## src/rtl/led_pattern_gen.sv

```systemverilog
// LED pattern generator: divided-clock stepper producing fill/drain,
// shift-wrap, bounce and blink patterns on N LEDs.
//
// Ports:
//   clk_50M    in   system clock, all state on rising edge
//   reset      in   asynchronous active-high reset
//   en         in   step enable, 0 freezes divider and pattern
//   mode       in   [1:0] 0 fill/drain, 1 shift-wrap, 2 bounce, 3 blink
//   out        out  [N-1:0] registered LED drive
//   step       out  one-cycle pulse on every pattern step
//   cycle_done out  one-cycle pulse on the step closing a period
module led_pattern_gen #(
    parameter int unsigned N   = 8,
    parameter int unsigned DIV = 12500000
) (
    input  logic         clk_50M,
    input  logic         reset,
    input  logic         en,
    input  logic [1:0]   mode,
    output logic [N-1:0] out,
    output logic         step,
    output logic         cycle_done
);

    typedef enum logic {
        PH_FILL,
        PH_DRAIN
    } phase_t;

    localparam logic [N-1:0] ONE  = {{(N-1){1'b0}}, 1'b1};
    localparam logic [N-1:0] ZERO = '0;
    localparam logic [N-1:0] ONES = '1;

    logic [31:0]  r_cnt;
    logic [N-1:0] r_out;
    logic [1:0]   r_mode_q;
    phase_t       r_ph;
    logic         r_step;
    logic         r_cd;

    logic         w_tick;
    logic [N-1:0] w_fill;
    logic [N-1:0] w_drain;
    logic [N-1:0] w_rotl;
    logic [N-1:0] w_shl;
    logic [N-1:0] w_shr;
    logic [N-1:0] w_out_nx;
    phase_t       w_ph_nx;
    logic         w_cd_nx;

    assign w_tick  = en && (r_cnt == DIV - 32'd1);
    assign w_fill  = {r_out[N-2:0], 1'b1};
    assign w_drain = {r_out[N-2:0], 1'b0};
    assign w_rotl  = {r_out[N-2:0], r_out[N-1]};
    assign w_shl   = r_out << 1;
    assign w_shr   = r_out >> 1;

    // Divider: holds while disabled, wraps on the step cycle.
    always_ff @(posedge clk_50M or posedge reset) begin
        if (reset) begin
            r_cnt <= 32'd0;
        end else if (en) begin
            if (w_tick) r_cnt <= 32'd0;
            else        r_cnt <= r_cnt + 32'd1;
        end
    end

    always_ff @(posedge clk_50M or posedge reset) begin
        if (reset) begin
            r_out    <= ZERO;
            r_mode_q <= 2'd0;
            r_ph     <= PH_FILL;
            r_step   <= 1'b0;
            r_cd     <= 1'b0;
        end else begin
            r_out    <= w_out_nx;
            r_ph     <= w_ph_nx;
            r_step   <= w_tick;
            r_cd     <= w_cd_nx;
            if (w_tick) r_mode_q <= mode;
        end
    end

    always_comb begin
        w_out_nx = r_out;
        w_ph_nx  = r_ph;
        w_cd_nx  = 1'b0;
        if (w_tick) begin
            if (mode != r_mode_q) begin
                // New mode: load its start value, no advance this step.
                w_ph_nx = PH_FILL;
                if (mode == 2'd1 || mode == 2'd2) w_out_nx = ONE;
                else                              w_out_nx = ZERO;
            end else begin
                unique case (r_mode_q)
                    2'd0: begin
                        if (r_ph == PH_FILL) begin
                            w_out_nx = w_fill;
                            if (w_fill == ONES) w_ph_nx = PH_DRAIN;
                        end else begin
                            w_out_nx = w_drain;
                            if (w_drain == ZERO) begin
                                w_ph_nx = PH_FILL;
                                w_cd_nx = 1'b1;
                            end
                        end
                    end
                    2'd1: begin
                        w_ph_nx  = PH_FILL;
                        w_out_nx = w_rotl;
                        w_cd_nx  = (w_rotl == ONE);
                    end
                    2'd2: begin
                        // Turn around as soon as an end is reached so each
                        // end position is shown for a single step.
                        if (r_ph == PH_FILL) begin
                            w_out_nx = w_shl;
                            if (w_shl[N-1]) w_ph_nx = PH_DRAIN;
                        end else begin
                            w_out_nx = w_shr;
                            if (w_shr == ONE) begin
                                w_ph_nx = PH_FILL;
                                w_cd_nx = 1'b1;
                            end
                        end
                    end
                    2'd3: begin
                        w_ph_nx  = PH_FILL;
                        w_out_nx = (r_out == ZERO) ? ONES : ZERO;
                        w_cd_nx  = (r_out != ZERO);
                    end
                    default: begin
                        w_out_nx = r_out;
                    end
                endcase
            end
        end
    end

    assign out        = r_out;
    assign step       = r_step;
    assign cycle_done = r_cd;

endmodule
```

## config.mk

```make
export PLATFORM = sky130hd
export DESIGN_NAME = led_pattern_gen
export DESIGN_NICKNAME = d
export VERILOG_FILES = /design/src/rtl/led_pattern_gen.sv
export SDC_FILE = /design/constraint.sdc
export NUM_CORES = 1
export LEC_CHECK = 0
export CAP_MARGIN = 20
export CORE_ASPECT_RATIO = 1.1
export CORE_MARGIN = 3
export CORE_UTILIZATION = 55
export DETAILED_ROUTE_END_ITERATION = 12
export PLACE_DENSITY = 0.74
export SLEW_MARGIN = 40
export SYNTH_ARGS = -nofsm -noshare
export SYNTH_HDL_FRONTEND = slang
export SYNTH_SLANG_ARGS = --single-unit
```

## constraint.sdc

```tcl
create_clock -name clk_50M -period 4.8 [get_ports clk_50M]
set_input_delay 0.72 -clock clk_50M [delete_from_list [all_inputs] [get_ports clk_50M]]
set_output_delay 0.72 -clock clk_50M [all_outputs]
set_load 0.01 [all_outputs]
```

==> impl_metrics.yaml, run 1 <==
clock_network:
  insertion_delay_ns: 0.30
  postCtsSetupBuffers: 0
  cts_htree_levels: 2
  cts_sinks: 45
  cts.clk_slew.worst_paths_ns: 0.10
  clk_path_buf_depth: 2
  cts_tree: "built"
  cts_buffers: 5
  cts.hold.buffers_added: 0
  root_buffer: "clkbuf_8"
  cts-resized-gates: 0
power_and_ir_drop:
  power.leakage_nw: 1.213
  total_power_mw: 0.7959
  power_density_mw_per_mm2: 280.5
  peakVddDrop_mv: 0.2876
logic_synthesis:
  syn_area_sq_mm: 0.002589
  syn-num-nets: 274
  synth_area_leader_cell: "dfrtp_1"
  ys.warnings.count: 0
  synthTopCellsByArea: "dfrtp_1, xnor2_1, mux2_2"
  synth_cell_types: 50
  synth_top_flop_cell: "dfrtp_1"
  synth_seq_area_share_pct: 43.50
  synth.top_cell.area_share_pct: 43.50
  synthCells: 268
  synth-edff-count: 0
  postSynthAreaPerCell_sq_um: 9.659
  synth_seq_cells: 45
  synth-async-reset-ratio_pct: 100.0
worst_setup_path:
  cp_data_arrival_time_ns: 3.27
  crit_end: "out[4]"
  critical_path.startpoint: "en"
  worstSetupEndpointType: "register"
  cp_common_cell: "nand3_1"
  cp.required_ns: 4.99
  slowest_stage: "clkdlybuf4s50_1"
  critical_path_class: "in -> reg"
  cp-start-kind: "input port"
  worstPathMaxFanout: 14
  worst_r2r_path_depth: 7
  path_cells: "clkdlybuf4s50_1 -> nand3_1 -> nor4_4 -> nand3_1 -> inv_1 -> buf_4 -> mux2_2"
  regToRegEndpoint: "out[4]"
  rrSetupSlack_ns: 2.15
  cpPeakStageDelay_ns: 0.63
  reg2reg_from: "r_cnt[0]"
sta:
  rsz0062_at_grt: "no"
  max_freq_ghz: 0.3241
  max_slew_margin_pct: 55.70
  finalHoldViolations: 0
  drv_slew: 0
  finalCritPeriodShare_pct: 64.27
  whs_ns: 0.4857
  finClkSkew_ns: 0.009663
  finalSetupTns_ns: 0
  period_minus_slack_ns: 3.085
  worst_pin_slew_ns: 0.6585
  setup_viol: 0
placement:
  io_buffers: 14
  gp_congestion: 0.8707
  dp.cells: 324
  place_area_sq_mm: 0.002748
  dp_hpwl_mm: 3.859
floorplan:
  die_h_um: 77.96
  ioPinCount: 15
  rows: 25
  initial_core_util_pct: 58.70
  dieArea_sq_mm: 0.005567
  die_w_um: 71.42
  coreArea_sq_mm: 0.004410
run:
  max_cap_violations: 0
final_layout:
  syn_to_final_growth_pct: 9.618
  n_antenna_cell: 0
  drive_above_1_share_pct: 10.07
  final_cells: 332
  final_common_cell: "dfrtp_1"
  fin_nets: 283
  layout_common_cells: "dfrtp_1, xnor2_1, nand2_1"
  finalInstanceArea_sq_mm: 0.002838
global_route:
  grt_max_degree: 46
  overflow: 0
  grt_util_all_layers_pct: 22.52
  antenna_found_initial: 0
  grt_pass1_wl_mm: 10.05
  grt_pass1_vias: 2087
drt:
  post-route-drc-count: 0
  drt-total-wl_mm: 5.655
  via_count: 2117
  ant_nets: 0
  drt_iter0_drc: 187
  firstDrtPassIters: 4
  wl_per_cell_um: 17.03
  via_per_inst: 6.377
status:
  outcome: "completed"
min_path:
  hp-class: "reg -> reg"
## kinds of logic after synthesis
kind of cell | count (synthesis) | share of synthesized area [%]
buffers and inverters | 27 | 4.447
flip-flops | 45 | 43.50
XOR/XNOR | 25 | 8.458
adder cells (fa/ha/maj) | 1 | 0.4832
AO/OA/AOI/OAI | 43 | 10.92
multiplexers | 15 | 6.187
AND/OR/NAND/NOR | 112 | 26.00
## Yosys cell counts, types with 5 or more instances
cell type  count
clkbuf_1       9
nand3_1       15
mux2i_1        7
a21oi_1       10
o21ai_0        5
and4_1         7
o22ai_1        8
xnor2_1       18
nor2_1        13
nor3_1         8
mux2_2         8
dfrtp_1       45
xor2_1         7
a31oi_1        6
nand4_1        8
nor4_1        10
inv_1         13
nand2_1       17
## worst min-delay path by stage
stage / from / depth (start not counted) / to
after global routing: r_cnt[26] / 1 / r_cnt[26]
after floorplan: r_cnt[31] / 1 / r_cnt[31]
after global placement: r_cnt[31] / 1 / r_cnt[31]
after detailed placement: r_cnt[31] / 1 / r_cnt[31]
after CTS: r_cnt[31] / 1 / r_cnt[31]
final: r_cnt[31] / 1 / r_cnt[31]
## layer usage
layer | GRT usage (%) | vias to the layer above | share of wire (%)
met4 | 8.647 | 0 | 2.4
met3 | 4.404 | 17 | 4.1
met5 | 0 | - | 0
li1 | - | 1003 | -
met2 | 33.27 | 68 | 45
met1 | 32.42 | 1029 | 48
## critical path, delay by kind of cell
| kind | cells | cell delay [ns] |
|---|---|---|
| AND/OR/NAND/NOR | 3 | 0.95 |
| multiplexers | 1 | 0.36 |
| buffers and inverters | 3 | 1.24 |
## registers in the layout, indices dropped and copies added, names as in the netlist
| register | count |
|---|---|
| out | 8 |
| r_ph | 1 |
| step | 1 |
| cycle_done | 1 |
| r_mode_q | 2 |
| r_cnt | 32 |
## per-stage QoR
stage                     utilization (%)  setup WS [ns]
after global routing                64.34          1.571
after CTS                           64.34          1.707
after floorplan                         -          2.431
final                               64.34          1.715
after detailed placement            62.30          1.408
after global placement              62.24          1.522
## power breakdown
group	total [mW]	internal, mW	switching [mW]
clock	0.242	0.103	0.139
sequential	0.453	0.410	0.0427
combinational	0.101	0.0446	0.0562
total	0.796	0.558	0.238
## final cells by class
class	instances	area (sq um)
clock inverter	3	21.27
multi-input combinational	196	1348
inverter	13	51.30
fill	377	1573
sequential	45	1126
tap	54	67.56
timing repair buffer	16	155.1
clock buffer	5	68.82
No activity file was read; power rests on OpenSTA's default activity.
==> run 2: changes to the inputs <==
==> constraint.sdc (replaced) <==
create_clock -name clk_50M -period 2.9 [get_ports clk_50M]
set_input_delay 0.435 -clock clk_50M [delete_from_list [all_inputs] [get_ports clk_50M]]
set_output_delay 0.435 -clock clk_50M [all_outputs]
set_load 0.01 [all_outputs]
==> run 2 against run 1 <==
  * Clock skew decreased by 0.00096 ns
  * Clock power increased by 110%
  * Critical path depth decreased by 2
  * Sequential share of layout area decreased by 0.99 points
  * Non-clock buffer count increased by 6
  * Flip-flop and latch count unchanged
  * Register-to-register slack got worse by 1.4 ns
  * Cell count increased by 1.8%
  * Core utilization increased by 1.6 points
  * Cell area increased by 2.6%
==> impl_metrics.yaml, run 2 (synthesis gave the netlist of run 1 again) <==
power_and_ir_drop:
  power_density_mw_per_mm2: 492.1
  clockPowerShare_pct: 35.1
  p_switching_mw: 0.3948
  peakVddDrop_mv: 0.5672
  p_seq_share_pct: 52.6
  switching_share_pct: 27.56
  power.leakage_nw: 1.254
  intPower_mw: 1.037
  comb_power_share_pct: 12.3
  total_power_mw: 1.432
floorplan:
  die_h_um: 77.96
  initial_core_util_pct: 58.70
  ioPinCount: 15
  coreArea_sq_mm: 0.004410
  dieArea_sq_mm: 0.005567
  die_w_um: 71.42
  rows: 25
sta:
  setup_viol: 0
  setup_ws_ns: 0.5870
  finalCritPeriodShare_pct: 79.76
  max_slew_margin_pct: 56.46
  rsz0062_at_grt: "no"
  worst_pin_slew_ns: 0.6481
  drv_slew: 0
  period_minus_slack_ns: 2.313
  whs_ns: 0.3830
  finClkSkew_ns: 0.008706
  finalHoldViolations: 0
  finalSetupTns_ns: 0
  max_freq_ghz: 0.4323
global_route:
  grt_util_all_layers_pct: 21.70
  antenna_found_initial: 0
  grt_max_degree: 22
  grt_pass1_wl_mm: 9.556
  overflow: 0
  grt_pass1_vias: 1982
drt:
  drt-total-wl_mm: 5.523
  ant_nets: 0
  via_per_inst: 6.112
  wl_per_cell_um: 16.34
  firstDrtPassIters: 4
  post-route-drc-count: 0
  via_count: 2066
  drt_iter0_drc: 134
worst_setup_path:
  worstSetupEndpointType: "register"
  cp-start-kind: "input port"
  critical_path_class: "in -> reg"
  worstPathMaxFanout: 9
  cp_data_arrival_time_ns: 2.55
  cp.required_ns: 3.13
final_layout:
  top_register: "r_cnt"
  syn_to_final_growth_pct: 12.42
  multi_input_area_sq_mm: 0.001348
  largest_reg_flops: 32
  final_common_cell: "dfrtp_1"
  final_cells: 338
  n_antenna_cell: 0
  drive_above_1_share_pct: 11.97
  layout_common_cells: "dfrtp_1, xnor2_1, nand2_1"
  num-fill-cells: 357
  seqCellArea_sq_mm: 0.001126
  fin_nets: 289
placement:
  place_ws_ns: 0.2801
  dp_hpwl_mm: 3.981
  gp_congestion: 0.8515
  dp.cells: 330
  io_buffers: 14
clock_network:
  cts-resized-gates: 0
  root_buffer: "clkbuf_8"
  postCtsSetupBuffers: 0
  insertion_delay_ns: 0.31
  cts.clk_slew.worst_paths_ns: 0.09
  clk_path_buf_depth: 2
  cts.hold.buffers_added: 0
  cts_htree_levels: 2
  cts_buffers: 5
  cts_tree: "built"
  cts_sinks: 45
min_path:
  hp-class: "in -> async"
status:
  outcome: "completed"
run:
  max_cap_violations: 0
run 2: cell count changes in the layout (fill, tap and decap cells not counted):
cell       delta
clkinv_2      -1
inv_2         +1
clkbuf_8      +1
buf_4         +6
inv_6         -1
bufinv_16     +1
inv_4         -1
run 2: final timing paths:
path | slack [ns] | startpoint | to | depth (start not counted)
setup / recovery | 0.59 | en | r_cnt[19] | 5
hold / removal | 0.38 | reset | r_cnt[2] | 2
setup reg to reg | 0.71 | r_cnt[3] | r_cnt[19] | 4
hold reg to reg | 0.49 | r_cnt[31] | r_cnt[31] | 1
max in group asynchronous | 1.98 | reset | r_cnt[22] | 3
min in group clk_50M | 0.49 | r_cnt[31] | r_cnt[31] | 1
run 2: layout make-up:
class | count | area share, %
Multi-Input combinational cell | 196 | 46.30
Sequential cell | 45 | 38.69
Clock buffer | 6 | 2.837
Tap cell | 54 | 2.322
Inverter | 13 | 1.677
Clock inverter | 2 | 1.290
Timing Repair Buffer | 22 | 6.879
run 2: through the flow:
step | util [%] | instance area (sq um)
4_1_cts | 65.99 | 2910
3_5_place_dp | 63.26 | 2790
5_1_grt | 65.99 | 2910
6_report | 65.99 | 2910
3_3_place_gp | 63.26 | 2790
2_1_floorplan | - | 2589
run 2: per-layer routing:
| metal | GRT usage [%] | vias to the layer above | share of wire (%) |
|---|---|---|---|
| met5 | 0 | - | 0 |
| met4 | 7.331 | 0 | 1.1 |
| met3 | 4.793 | 9 | 4.8 |
| met2 | 32.17 | 58 | 45 |
| met1 | 31.20 | 976 | 49 |
| li1 | - | 1023 | - |
run 2: worst max-delay path, stage by stage:
cell and delay [ns]:
clkdlybuf4s50_1 0.64, nand4_4 0.22, or4_1 0.66, or4_1 0.44, a21oi_1 0.15
run 2: power by group through the flow:
stage / sequential (mW) / combinational (mW) / clock [mW]
floorplan: 0.746 / 0.131 / 0
global placement: 0.760 / 0.171 / 0
CTS: 0.752 / 0.180 / 0.511
global route: 0.759 / 0.203 / 0.539
detailed placement: 0.765 / 0.179 / 0
finish: 0.753 / 0.176 / 0.503
==> run 3: changes to the inputs <==
==> constraint.sdc (replaced) <==
create_clock -name clk_50M -period 2.35 [get_ports clk_50M]
set_input_delay 0.3525 -clock clk_50M [delete_from_list [all_inputs] [get_ports clk_50M]]
set_output_delay 0.3525 -clock clk_50M [all_outputs]
set_load 0.01 [all_outputs]
==> run 3 against run 2 <==
  * Critical path depth rose by 1
  * Critical path type is now reg -> reg
  * Highest routed layer unchanged
  * Sequential power up 23%
  * Largest cell class unchanged
  * Routed wire length rose by 4.1%
  * Register-to-register slack lost 0.50 ns
  * Die area stayed put
  * Power increased by 22%
  * Combinational power rose by 26%
  * Via count grew 2.3%
  * Cell area is 2.6% higher
  * Non-clock buffer count rose by 10
==> impl_metrics.yaml, run 3 (synthesis gave the netlist of run 1 again) <==
global_route:
  antenna_found_initial: 0
  grt_max_degree: 25
  grt_pass1_wl_mm: 9.894
  grt_pass1_vias: 2026
  overflow: 0
  grt_util_all_layers_pct: 22.45
drt:
  ant_nets: 0
  wl_per_cell_um: 16.56
  drt_iter0_drc: 119
  firstDrtPassIters: 5
  via_per_inst: 6.092
  via_count: 2114
  drt-total-wl_mm: 5.748
  post-route-drc-count: 0
clock_network:
  root_buffer: "clkbuf_8"
  insertion_delay_ns: 0.31
  postCtsSetupBuffers: 0
  cts.hold.buffers_added: 0
  cts_tree: "built"
  cts_buffers: 5
  cts_htree_levels: 2
  cts.clk_slew.worst_paths_ns: 0.10
  cts-resized-gates: 0
  cts_sinks: 45
  clk_path_buf_depth: 2
final_layout:
  largest_reg_flops: 32
  layout_common_cells: "dfrtp_1, xnor2_1, nand2_1, buf_4, nand3_1"
  seqCellArea_sq_mm: 0.001126
  multi_input_area_sq_mm: 0.001348
  syn_to_final_growth_pct: 15.32
  n_antenna_cell: 0
  fin_nets: 299
  drive_above_1_share_pct: 14.68
  num-fill-cells: 346
  final_common_cell: "dfrtp_1"
  top_register: "r_cnt"
floorplan:
  ioPinCount: 15
  die_h_um: 77.96
  die_w_um: 71.42
  coreArea_sq_mm: 0.004410
  initial_core_util_pct: 58.70
  rows: 25
  dieArea_sq_mm: 0.005567
placement:
  dp_hpwl_mm: 4.020
  gp_congestion: 0.8494
  io_buffers: 14
  place_ws_ns: 0.0004370
worst_setup_path:
  cp.required_ns: 2.59
  cp-start-kind: "register"
  critical_path_class: "reg -> reg"
  worstPathMaxFanout: 6
  rrSetupSlack_ns: 0.21
  cp_data_arrival_time_ns: 2.38
  worstSetupEndpointType: "register"
sta:
  setup_viol: 0
  setup_ws_ns: 0.2105
  finalSetupTns_ns: 0
  period_minus_slack_ns: 2.139
  max_freq_ghz: 0.4674
  rsz0062_at_grt: "no"
  worst_pin_slew_ns: 0.6977
  finalHoldViolations: 0
  finClkSkew_ns: 0.01219
  drv_slew: 0
  finalCritPeriodShare_pct: 91.04
  max_slew_margin_pct: 53.13
run:
  max_cap_violations: 0
status:
  outcome: "completed"
power_and_ir_drop:
  peakVddDrop_mv: 0.5335
  power.leakage_nw: 1.302
  power_density_mw_per_mm2: 585.4
min_path:
  hp-class: "in -> async"
run 3: metrics by stage:
| stage | cell area (sq um) | power (mW) | utilization (%) | cells | hold WS [ns] |
|---|---|---|---|---|---|
| after floorplan | 2589 | 1.083 | - | 268 | 0.4413 |
| after global placement | 2878 | 1.156 | 65.25 | 340 | 0.4778 |
| after detailed placement | 2878 | 1.161 | 65.25 | 340 | 0.4775 |
| after CTS | 2985 | 1.758 | 67.69 | 347 | 0.3964 |
| after global routing | 2985 | 1.819 | 67.69 | 347 | 0.4226 |
| final | 2985 | 1.748 | 67.69 | 347 | 0.3839 |
run 3: worst paths after layout:
kind | start | to | cells past startpoint
worst max-delay path | r_cnt[0] | r_cnt[26] | 6
worst min-delay path | reset | r_cnt[6] | 2
worst max register to register | r_cnt[0] | r_cnt[26] | 6
worst min register to register | r_cnt[31] | r_cnt[31] | 1
max in group asynchronous | reset | out[2] | 3
min in group clk_50M | r_cnt[31] | r_cnt[31] | 1
run 3: critical path: stages (launching register included):
cell,delay (ns)
dfrtp_1,0.46
ha_1,0.23
nand3_1,0.15
buf_4,0.19
or4_2,0.67
nor3_1,0.20
xor2_1,0.16
run 3: report_power, final:
| group | total (mW) | switching [mW] | leakage [nW] | internal, mW |
|---|---|---|---|---|
| Combinational | 0.221 | 0.120 | 0.665 | 0.101 |
| Sequential | 0.926 | 0.0885 | 0.583 | 0.837 |
| Clock | 0.601 | 0.285 | 0.0546 | 0.315 |
| Total | 1.75 | 0.494 | 1.30 | 1.25 |
run 3: metal layers:
layer	up-vias	wire length, um	GRT usage, %
met5	-	0	0
met4	0	82	6.767
met3	8	241	3.756
met2	57	2610	35.02
met1	1013	2813	31.89
li1	1036	-	-
run 3: final cells by class:
cell class / count / share of cell area [%]
timing repair buffer: 32 / 9.640
multi-input combinational: 196 / 45.14
tap: 54 / 2.263
clock inverter: 2 / 1.299
clock buffer: 5 / 2.305
sequential: 45 / 37.72
inverter: 13 / 1.635
